**src/rtl/grid_input_feeder_if.sv**
```systemverilog
// rtl/grid_input_feeder_if.sv - grid west-input handshake (packet / empty / read-enable)
//
// Purpose: bundles the grid's input-buffer handshake so the feeder and the
// grid (or a bench standing in for it) connect through one port.
//   packet_in           : head packet, driven by the feeder
//   input_buffer_empty  : no releasable packet, driven by the feeder
//   ren_to_input_buffer : pop strobe, driven by the grid
// Modports: master = feeder side, slave = grid side.

interface grid_input_feeder_if #(
    parameter int PACKET_WIDTH = 30
) ();
    logic [PACKET_WIDTH-1:0] packet_in;
    logic                    input_buffer_empty;
    logic                    ren_to_input_buffer;

    modport master (
        output packet_in,
        output input_buffer_empty,
        input  ren_to_input_buffer
    );

    modport slave (
        input  packet_in,
        input  input_buffer_empty,
        output ren_to_input_buffer
    );
endinterface

```
**src/rtl/grid_input_feeder.sv**
```systemverilog
// rtl/grid_input_feeder.sv - tick-gated show-ahead packet FIFO feeding the grid west input
//
// Purpose: stores pre-routed spike packets tagged with a frame tick stamp and
// presents the head packet to the grid once the grid tick count has reached
// its stamp. Release is strictly in order.
// Build option: define GRID_FEEDER_TICK_GATE_EN to build stamp storage and the
// tick gate; without it the block is a plain show-ahead FIFO and
// tick_i / frame_start_i / wr_stamp_i are ignored.
// Ports:
//   clk, reset        : clock, synchronous active-high reset
//   tick_i            : one-cycle grid tick pulse, advances the tick counter
//   frame_start_i     : clears the tick counter (wins over tick_i)
//   wr_en_i           : host write strobe
//   wr_packet_i       : packet to enqueue
//   wr_stamp_i        : tick at which the packet becomes releasable
//   full_o, count_o   : occupancy status
//   overflow_error_o  : sticky, write while full
//   underflow_error_o : sticky, read while nothing releasable
//   grid              : grid handshake (packet_in / input_buffer_empty / ren)

module grid_input_feeder #(
    parameter int PACKET_WIDTH = 30,
    parameter int DEPTH        = 16,
    parameter int STAMP_WIDTH  = 8
) (
    input  logic                      clk,
    input  logic                      reset,
    input  logic                      tick_i,
    input  logic                      frame_start_i,
    input  logic                      wr_en_i,
    input  logic [PACKET_WIDTH-1:0]   wr_packet_i,
    input  logic [STAMP_WIDTH-1:0]    wr_stamp_i,
    output logic                      full_o,
    output logic [$clog2(DEPTH):0]    count_o,
    output logic                      overflow_error_o,
    output logic                      underflow_error_o,
    grid_input_feeder_if.master       grid
);

    localparam int AW = $clog2(DEPTH);
    localparam int CW = AW + 1;

    logic [PACKET_WIDTH-1:0] pkt_mem [DEPTH];

    logic [AW-1:0] wptr_q, wptr_d;
    logic [AW-1:0] rptr_q, rptr_d;
    logic [CW-1:0] count_q, count_d;
    logic          overflow_q, overflow_d;
    logic          underflow_q, underflow_d;

    logic full_w;
    logic empty_w;
    logic head_blocked;
    logic do_wr;
    logic do_rd;

`ifdef GRID_FEEDER_TICK_GATE_EN
    logic [STAMP_WIDTH-1:0] stamp_mem [DEPTH];
    logic [STAMP_WIDTH-1:0] cur_tick_q, cur_tick_d;

    // Late packets (stamp below the current tick) release immediately.
    assign head_blocked = stamp_mem[rptr_q] > cur_tick_q;

    always_comb begin
        cur_tick_d = cur_tick_q;
        if (frame_start_i) begin
            cur_tick_d = '0;
        end else if (tick_i && (cur_tick_q != {STAMP_WIDTH{1'b1}})) begin
            cur_tick_d = cur_tick_q + STAMP_WIDTH'(1);
        end
    end

    always_ff @(posedge clk) begin
        if (reset) begin
            cur_tick_q <= '0;
        end else begin
            cur_tick_q <= cur_tick_d;
        end
    end

    always_ff @(posedge clk) begin
        if (do_wr) begin
            stamp_mem[wptr_q] <= wr_stamp_i;
        end
    end
`else
    logic unused_gate_inputs;
    assign unused_gate_inputs = ^{tick_i, frame_start_i, wr_stamp_i};
    assign head_blocked       = 1'b0;
`endif

    // Status comes from registered state only; the strobes never reach outputs.
    assign full_w  = (count_q == CW'(DEPTH));
    assign empty_w = (count_q == '0) || head_blocked;

    // full_w is the pre-pop state, so a write alongside a pop while full is dropped.
    assign do_wr = wr_en_i && !full_w;
    assign do_rd = grid.ren_to_input_buffer && !empty_w;

    always_comb begin
        wptr_d      = wptr_q;
        rptr_d      = rptr_q;
        count_d     = count_q;
        overflow_d  = overflow_q  | (wr_en_i && full_w);
        underflow_d = underflow_q | (grid.ren_to_input_buffer && empty_w);

        if (do_wr) begin
            wptr_d = wptr_q + AW'(1);
        end
        if (do_rd) begin
            rptr_d = rptr_q + AW'(1);
        end

        case ({do_wr, do_rd})
            2'b10:   count_d = count_q + CW'(1);
            2'b01:   count_d = count_q - CW'(1);
            default: count_d = count_q;
        endcase
    end

    always_ff @(posedge clk) begin
        if (reset) begin
            wptr_q      <= '0;
            rptr_q      <= '0;
            count_q     <= '0;
            overflow_q  <= 1'b0;
            underflow_q <= 1'b0;
        end else begin
            wptr_q      <= wptr_d;
            rptr_q      <= rptr_d;
            count_q     <= count_d;
            overflow_q  <= overflow_d;
            underflow_q <= underflow_d;
        end
    end

    // Packet storage is not reset; reset only discards it through the pointers.
    always_ff @(posedge clk) begin
        if (do_wr) begin
            pkt_mem[wptr_q] <= wr_packet_i;
        end
    end

    assign full_o                  = full_w;
    assign count_o                 = count_q;
    assign overflow_error_o        = overflow_q;
    assign underflow_error_o       = underflow_q;
    assign grid.input_buffer_empty = empty_w;
    assign grid.packet_in          = (count_q == '0) ? '0 : pkt_mem[rptr_q];

endmodule

```
**src/flat_wrapper.sv**
```systemverilog
// flat-port wrapper written by rule: the top's interface ports become plain ports
module grid_input_feeder_flat 
#(
    parameter int PACKET_WIDTH = 30,
    parameter int DEPTH        = 16,
    parameter int STAMP_WIDTH  = 8
)
  (clk, reset, tick_i, frame_start_i, wr_en_i, wr_packet_i, wr_stamp_i, full_o, count_o, overflow_error_o, underflow_error_o, grid_packet_in, grid_input_buffer_empty, grid_ren_to_input_buffer);
  grid_input_feeder_if #(.PACKET_WIDTH(PACKET_WIDTH)) grid_i ();
  input  logic clk;
  input  logic reset;
  input  logic tick_i;
  input  logic frame_start_i;
  input  logic wr_en_i;
  input  logic [PACKET_WIDTH-1:0] wr_packet_i;
  input  logic [STAMP_WIDTH-1:0] wr_stamp_i;
  output logic full_o;
  output logic [$clog2(DEPTH):0] count_o;
  output logic overflow_error_o;
  output logic underflow_error_o;
  output wire logic [$bits(grid_i.packet_in)-1:0] grid_packet_in;
  output wire logic [$bits(grid_i.input_buffer_empty)-1:0] grid_input_buffer_empty;
  input wire logic [$bits(grid_i.ren_to_input_buffer)-1:0] grid_ren_to_input_buffer;
  assign grid_packet_in = grid_i.packet_in;
  assign grid_input_buffer_empty = grid_i.input_buffer_empty;
  assign grid_i.ren_to_input_buffer = grid_ren_to_input_buffer;
  grid_input_feeder #(.PACKET_WIDTH(PACKET_WIDTH), .DEPTH(DEPTH), .STAMP_WIDTH(STAMP_WIDTH)) u_core (.clk(clk), .reset(reset), .tick_i(tick_i), .frame_start_i(frame_start_i), .wr_en_i(wr_en_i), .wr_packet_i(wr_packet_i), .wr_stamp_i(wr_stamp_i), .full_o(full_o), .count_o(count_o), .overflow_error_o(overflow_error_o), .underflow_error_o(underflow_error_o), .grid(grid_i));
endmodule
```
**config.mk**
```make
export PLATFORM = sky130hd
export DESIGN_NAME = grid_input_feeder_flat
export DESIGN_NICKNAME = d
export VERILOG_FILES = /design/src/rtl/grid_input_feeder_if.sv /design/src/rtl/grid_input_feeder.sv /design/src/flat_wrapper.sv
export SDC_FILE = /design/constraint.sdc
export NUM_CORES = 1
export LEC_CHECK = 0
export CAP_MARGIN = 20
export CORE_MARGIN = 4
export CORE_UTILIZATION = 50
export DETAILED_ROUTE_END_ITERATION = 6
export DONT_BUFFER_PORTS = 1
export GPL_TIMING_DRIVEN = 0
export HOLD_SLACK_MARGIN = 0.05
export PLACE_DENSITY = 0.69
export REMOVE_ABC_BUFFERS = 1
export SKIP_LAST_GASP = 1
export SLEW_MARGIN = 0
export SYNTH_ARGS = -nofsm -noshare
export SYNTH_HDL_FRONTEND = slang
export SYNTH_SLANG_ARGS = --single-unit
```
**constraint.sdc**
```tcl
create_clock -name clk -period 3.9 [get_ports clk]
set_clock_uncertainty 0.15 [all_clocks]
set_input_delay 0.39 -clock clk [delete_from_list [all_inputs] [get_ports clk]]
set_output_delay 0.39 -clock clk [all_outputs]
set_load 0.02 [all_outputs]
```
# Yosys cells after proc, flatten, opt, wreduce, memory -nomap -nowiden
# Memory sizes are Yosys's and may differ from the RTL's. A register that Yosys moved wholly into a read port is not among the register bits.
# Index checks and enable logic that the tools add are counted.
# totals
register_bits,15
mem_bits_rw,480
output_inout_bits,39
word_cells,29
mem_count,1
# mem_list
name,words,width,read_ports,rd_clocked_by_memory_dff,write_ports,line_no,text
u_core.pkt_mem,16,30,1,1,1,grid_input_feeder.sv:43,logic [PACKET_WIDTH-1:0] pkt_mem [DEPTH];
# op_classes
n_addsub,4
eq_ne,3
mux,6
n_bitwise,2
reduce_logical,8
# op_table
operator,count
2-to-1 mux 30 bit,1
one-hot mux 5 bit (2 select lines),1
"adder 4 x 1 -> 4 bit, second input constant",2
2-to-1 mux 4 bit,2
"adder 5 x 1 -> 5 bit, second input constant",1
"== test 5 bit, second input constant",1
logical NOT 5 bit,1
"subtractor 5 x 1 -> 5 bit, second input constant",1
logical AND 1 bit,4
"== test 2 x 1 -> 1 bit, second input constant",1
"== test 2 bit, second input constant",1
logical NOT 1 bit,2
2-to-1 mux 1 bit,2
bitwise OR 1 bit,2
nonzero test 2 bit,1

# Logic depth before layout (Yosys ltp)
# depth
ltp_word,5
depth_mapped,13
mapped_depth_nobuf,11

# Worst setup path before layout
# No wires, ideal clock.
# synth_path
kind,register -> register
start,"register u_core.count_q[1], in the netlist u_core.count_o[1]"
end,"memory u_core.pkt_mem[3][0], enable pin"
setup_time_ns,0.454
arrival_time_ns,3.573
t_required_ns,3.296
setup_slack_ns,-0.278
path_stages_with_launch,6
n_path_buf,1
synth_period_minus_slack_ns,4.178
path_cell_list,dfxtp_1 clkbuf_1 nor4_4 a21boi_1 nand2_1 nor3_1
# synth_via
elab_chain_cells,5
# synth_rtl
item,line_no,text
from (decl),grid_input_feeder.sv:47,"logic [CW-1:0] count_q, count_d;"
from (signal assigned),grid_input_feeder.sv:131,count_q <= count_d;
== test 5 bit,grid_input_feeder.sv:93,assign full_w = (count_q == CW'(DEPTH));
logical NOT 1 bit,grid_input_feeder.sv:97,assign do_wr = wr_en_i && !full_w;
logical AND 1 bit,grid_input_feeder.sv:97,
2-to-1 mux 1 bit,grid_input_feeder.sv:139,if (do_wr) begin
2-to-1 mux 1 bit (implied by the code),grid_input_feeder.sv:140,pkt_mem[wptr_q] <= wr_packet_i;
to (decl),grid_input_feeder.sv:43,
# No other way between the ends.

==> run summary <==
XOR/XNOR Fraction of Synth Area - 0.004113
Post-CTS setup buffer count - 0
Yosys warns - 0
DIE AREA - 0.04153 mm^2
WP data arrival - 3.18 ns
Met3 Use GR - 0.03355
Worst Max-Slew Pin Slew - 0.9581 ns
Num rows - 71
Die width - 203.8 um
I/O Buffers - 0
Vias in the first global route - 9,098
Largest family of logic cells by synthesized area - multiplexers
Post-Synth Adder-Cell Area - 0.004570
Synthesized area - 0.01916 mm^2
Resized Gates After CTS - 0
Place WS - 0.3408 ns
Largest vdd supply drop - 0.4890 mV
Unrepaired setup endpoints after global routing - false
Crit. End Element - output pin
Worst-path maximum fanout - 21
Dpl cells - 1,328
CTS Buf Count - 50
Nets - 956
Asr flop ratio synth - 0
CTS tree - yes
R2R depth - 7
Highest-count cells in the layout ignoring fill and taps - edfxtp_1 (480), mux4_2 (150), clkbuf_16 (52)
Worst-path clk slew - 0.06 ns
Critical Path Source Type - flip-flop
Post-DP HPWL - 22,320 um
Pre-Repair DR Iteration Count - 5
Num ports - 83
Data required, critical path - 3.36 ns
Final number of setup-violating endpoints - 0
Worst-case clock buffer depth - 3
Period utilisation layout - 0.9531
Number of fill cells - 2,611
HP Class - primary input to flip-flop
Status - completed
Initial antenna violation count - 0
Layout Cells excl Fill - 1,456
Global placer's final weighted congestion - 0.6749
Pleak - 0.006902 uW
Busiest grt layer - met2
First-pass GRT wire length - 59,720 um
Slew Viols, Final - 0
Max_cap viols - 0
DR WL/cell - 27.62 um
Fin worst setup slack - 0.1829 ns
H-tree level count - 2
Max_slew headroom - 0.3598
Largest net degree at the start of global routing - 60
Max Clock Freq - 0.2690 GHz
Setup CP Type - flip-flop to output pin
Initial Util - 0.5076
Total number of vias - 8,693
GRT overflow - 0
Synthesis-to-finish area growth - 17.46%
Cell Pwr Density - 622.9 mW/mm^2
Ant. Diodes - 0
R2R Setup Slk - 0.40 ns
DRC Markers - 0
Critical path endpoint - grid_packet_in[24]
Layout cell share with drive strength beyond 1 - 0.3037
Gate Count Post-Synth - 824
CTS root buf - clkbuf_16
Mux cell area share after synthesis - 0.1790
Most common cell after layout, fill and taps aside - edfxtp_1
Vias/cell - 5.970
Clock Sinks - 499
Avg Inst Size Synth - 23.26 um^2
Drt total wl - 40,220 um
EDFF count, synth - 480
Met2 Use GR - 0.3112
Core ar. - 0.03776 mm^2
Synth Area in Simple Gates - 0.02657
Die Y - 203.8 um
Final Hold Vio Count - 0
Total Routing Usage GR - 0.1955
Antenna Violating Nets Remaining - 0
Number of synthesized register bits - 499
Compound-cell area share of the yosys netlist - 0.003917
Register area share after synthesis - 0.7720
Minimum clock period after layout - 3.717 ns
Worst r2r dst - u_core.pkt_mem[0][5]
Skew-Pair Late Insertion Delay - 0.55 ns
Yosys cell types - 31
Worst r2r src - u_core.count_o[0]
1st-iter DRT viols - 891
Commonest register cell after synthesis - edfxtp_1
GRT met1 Usage - 0.2920
## power breakdown
group	internal (uW)	leakage [uW]	switching, uW
clock network	2990	0.000825	1950
registers	6080	0.00449	172
logic	1260	0.00158	1570
## worst max-delay path, cell delays in order, from the launching register on
cell and delay, ns:
dfxtp_4 0.52, buf_16 0.25, buf_16 0.22, bufbuf_16 0.38, mux4_2 0.53, mux4_2 0.48, nor2b_1 0.22
## worst min path at each step
stage	start	end	slack, ns	cells past startpoint
after floorplan	reset	flip-flop	0.31	1
after global placement	reset	u_core.count_o[2]	0.32	1
after detailed placement	reset	flip-flop	0.31	1
after CTS	grid_ren_to_input_buffer	u_core.rptr_q[1]	0.13	3
after global routing	grid_ren_to_input_buffer	flip-flop	0.16	3
final	grid_ren_to_input_buffer	u_core.rptr_q[1]	0.14	3
## stage by stage
step             util  cell area, um^2  total power [uW]  setup TNS [ns]  hold WS (ns)
6_report       0.5962            22510             14020               0        0.1425
5_1_grt        0.5962            22510             14610               0        0.1623
4_1_cts        0.5956            22490             14180               0        0.1278
3_5_place_dp   0.5399            20380              9108               0        0.3089
3_3_place_gp   0.5199            19630              9212        -1024.19        0.3154
2_1_floorplan       -            18990              8473         -101.00        0.3124
## kinds of logic after synthesis
family                     after synthesis
AOI/OAI and AO/OA                       11
xor gates and xnor gates                 9
adders and majority gates                7
buffers and inverters                   46
DFF                                    499
muxes                                  155
and+or+nand+nor                         97
## Yosys cell counts (all sizes together) (3+ instances only)
library cell  number  area share
dfxtp             19       0.020
xnor2              3      0.0014
nand2b             4      0.0013
mux4             150        0.18
inv                4     0.00078
xor2               6      0.0027
mux2i              3      0.0016
ha                 7      0.0046
nor2b             32       0.010
clkbuf            25      0.0049
buf               17      0.0042
a21oi              4      0.0010
nor3               8      0.0021
nor2              36      0.0071
nand2              7      0.0014
edfxtp           480        0.75
## layout make-up
type / count / area (um^2) / share of cell area
sequential: 499 / 14810 / 0.6578
multi-input combinational: 279 / 4293 / 0.1907
clock buffer: 58 / 1303 / 0.05786
timing repair buffer: 71 / 1049 / 0.04658
tap: 511 / 639.4 / 0.02840
clock inverter: 34 / 405.4 / 0.01801
inverter: 4 / 15.01 / 0.0006670
## registers in the layout (all words and copies together) (netlist names), named ones only
name / cells
u_core.count_o: 5
u_core.overflow_error_o: 1
u_core.pkt_mem: 480
u_core.rptr_q: 4
u_core.underflow_error_o: 1
u_core.wptr_q: 4
## per-layer routing
| layer | wire length [um] | part of all wire |
|---|---|---|
| met5 | 0 | 0 |
| met4 | 668 | 0.017 |
| met3 | 2530 | 0.063 |
| met2 | 19820 | 0.49 |
| met1 | 17200 | 0.43 |
## repair_timing
item,4_1_cts,5_1_grt
endpoints found under the hold margin,499,0
cloned,2,1
hold buffers,33,0
setup endpoints to repair,12,9
Power figures use the tool's default switching activity.
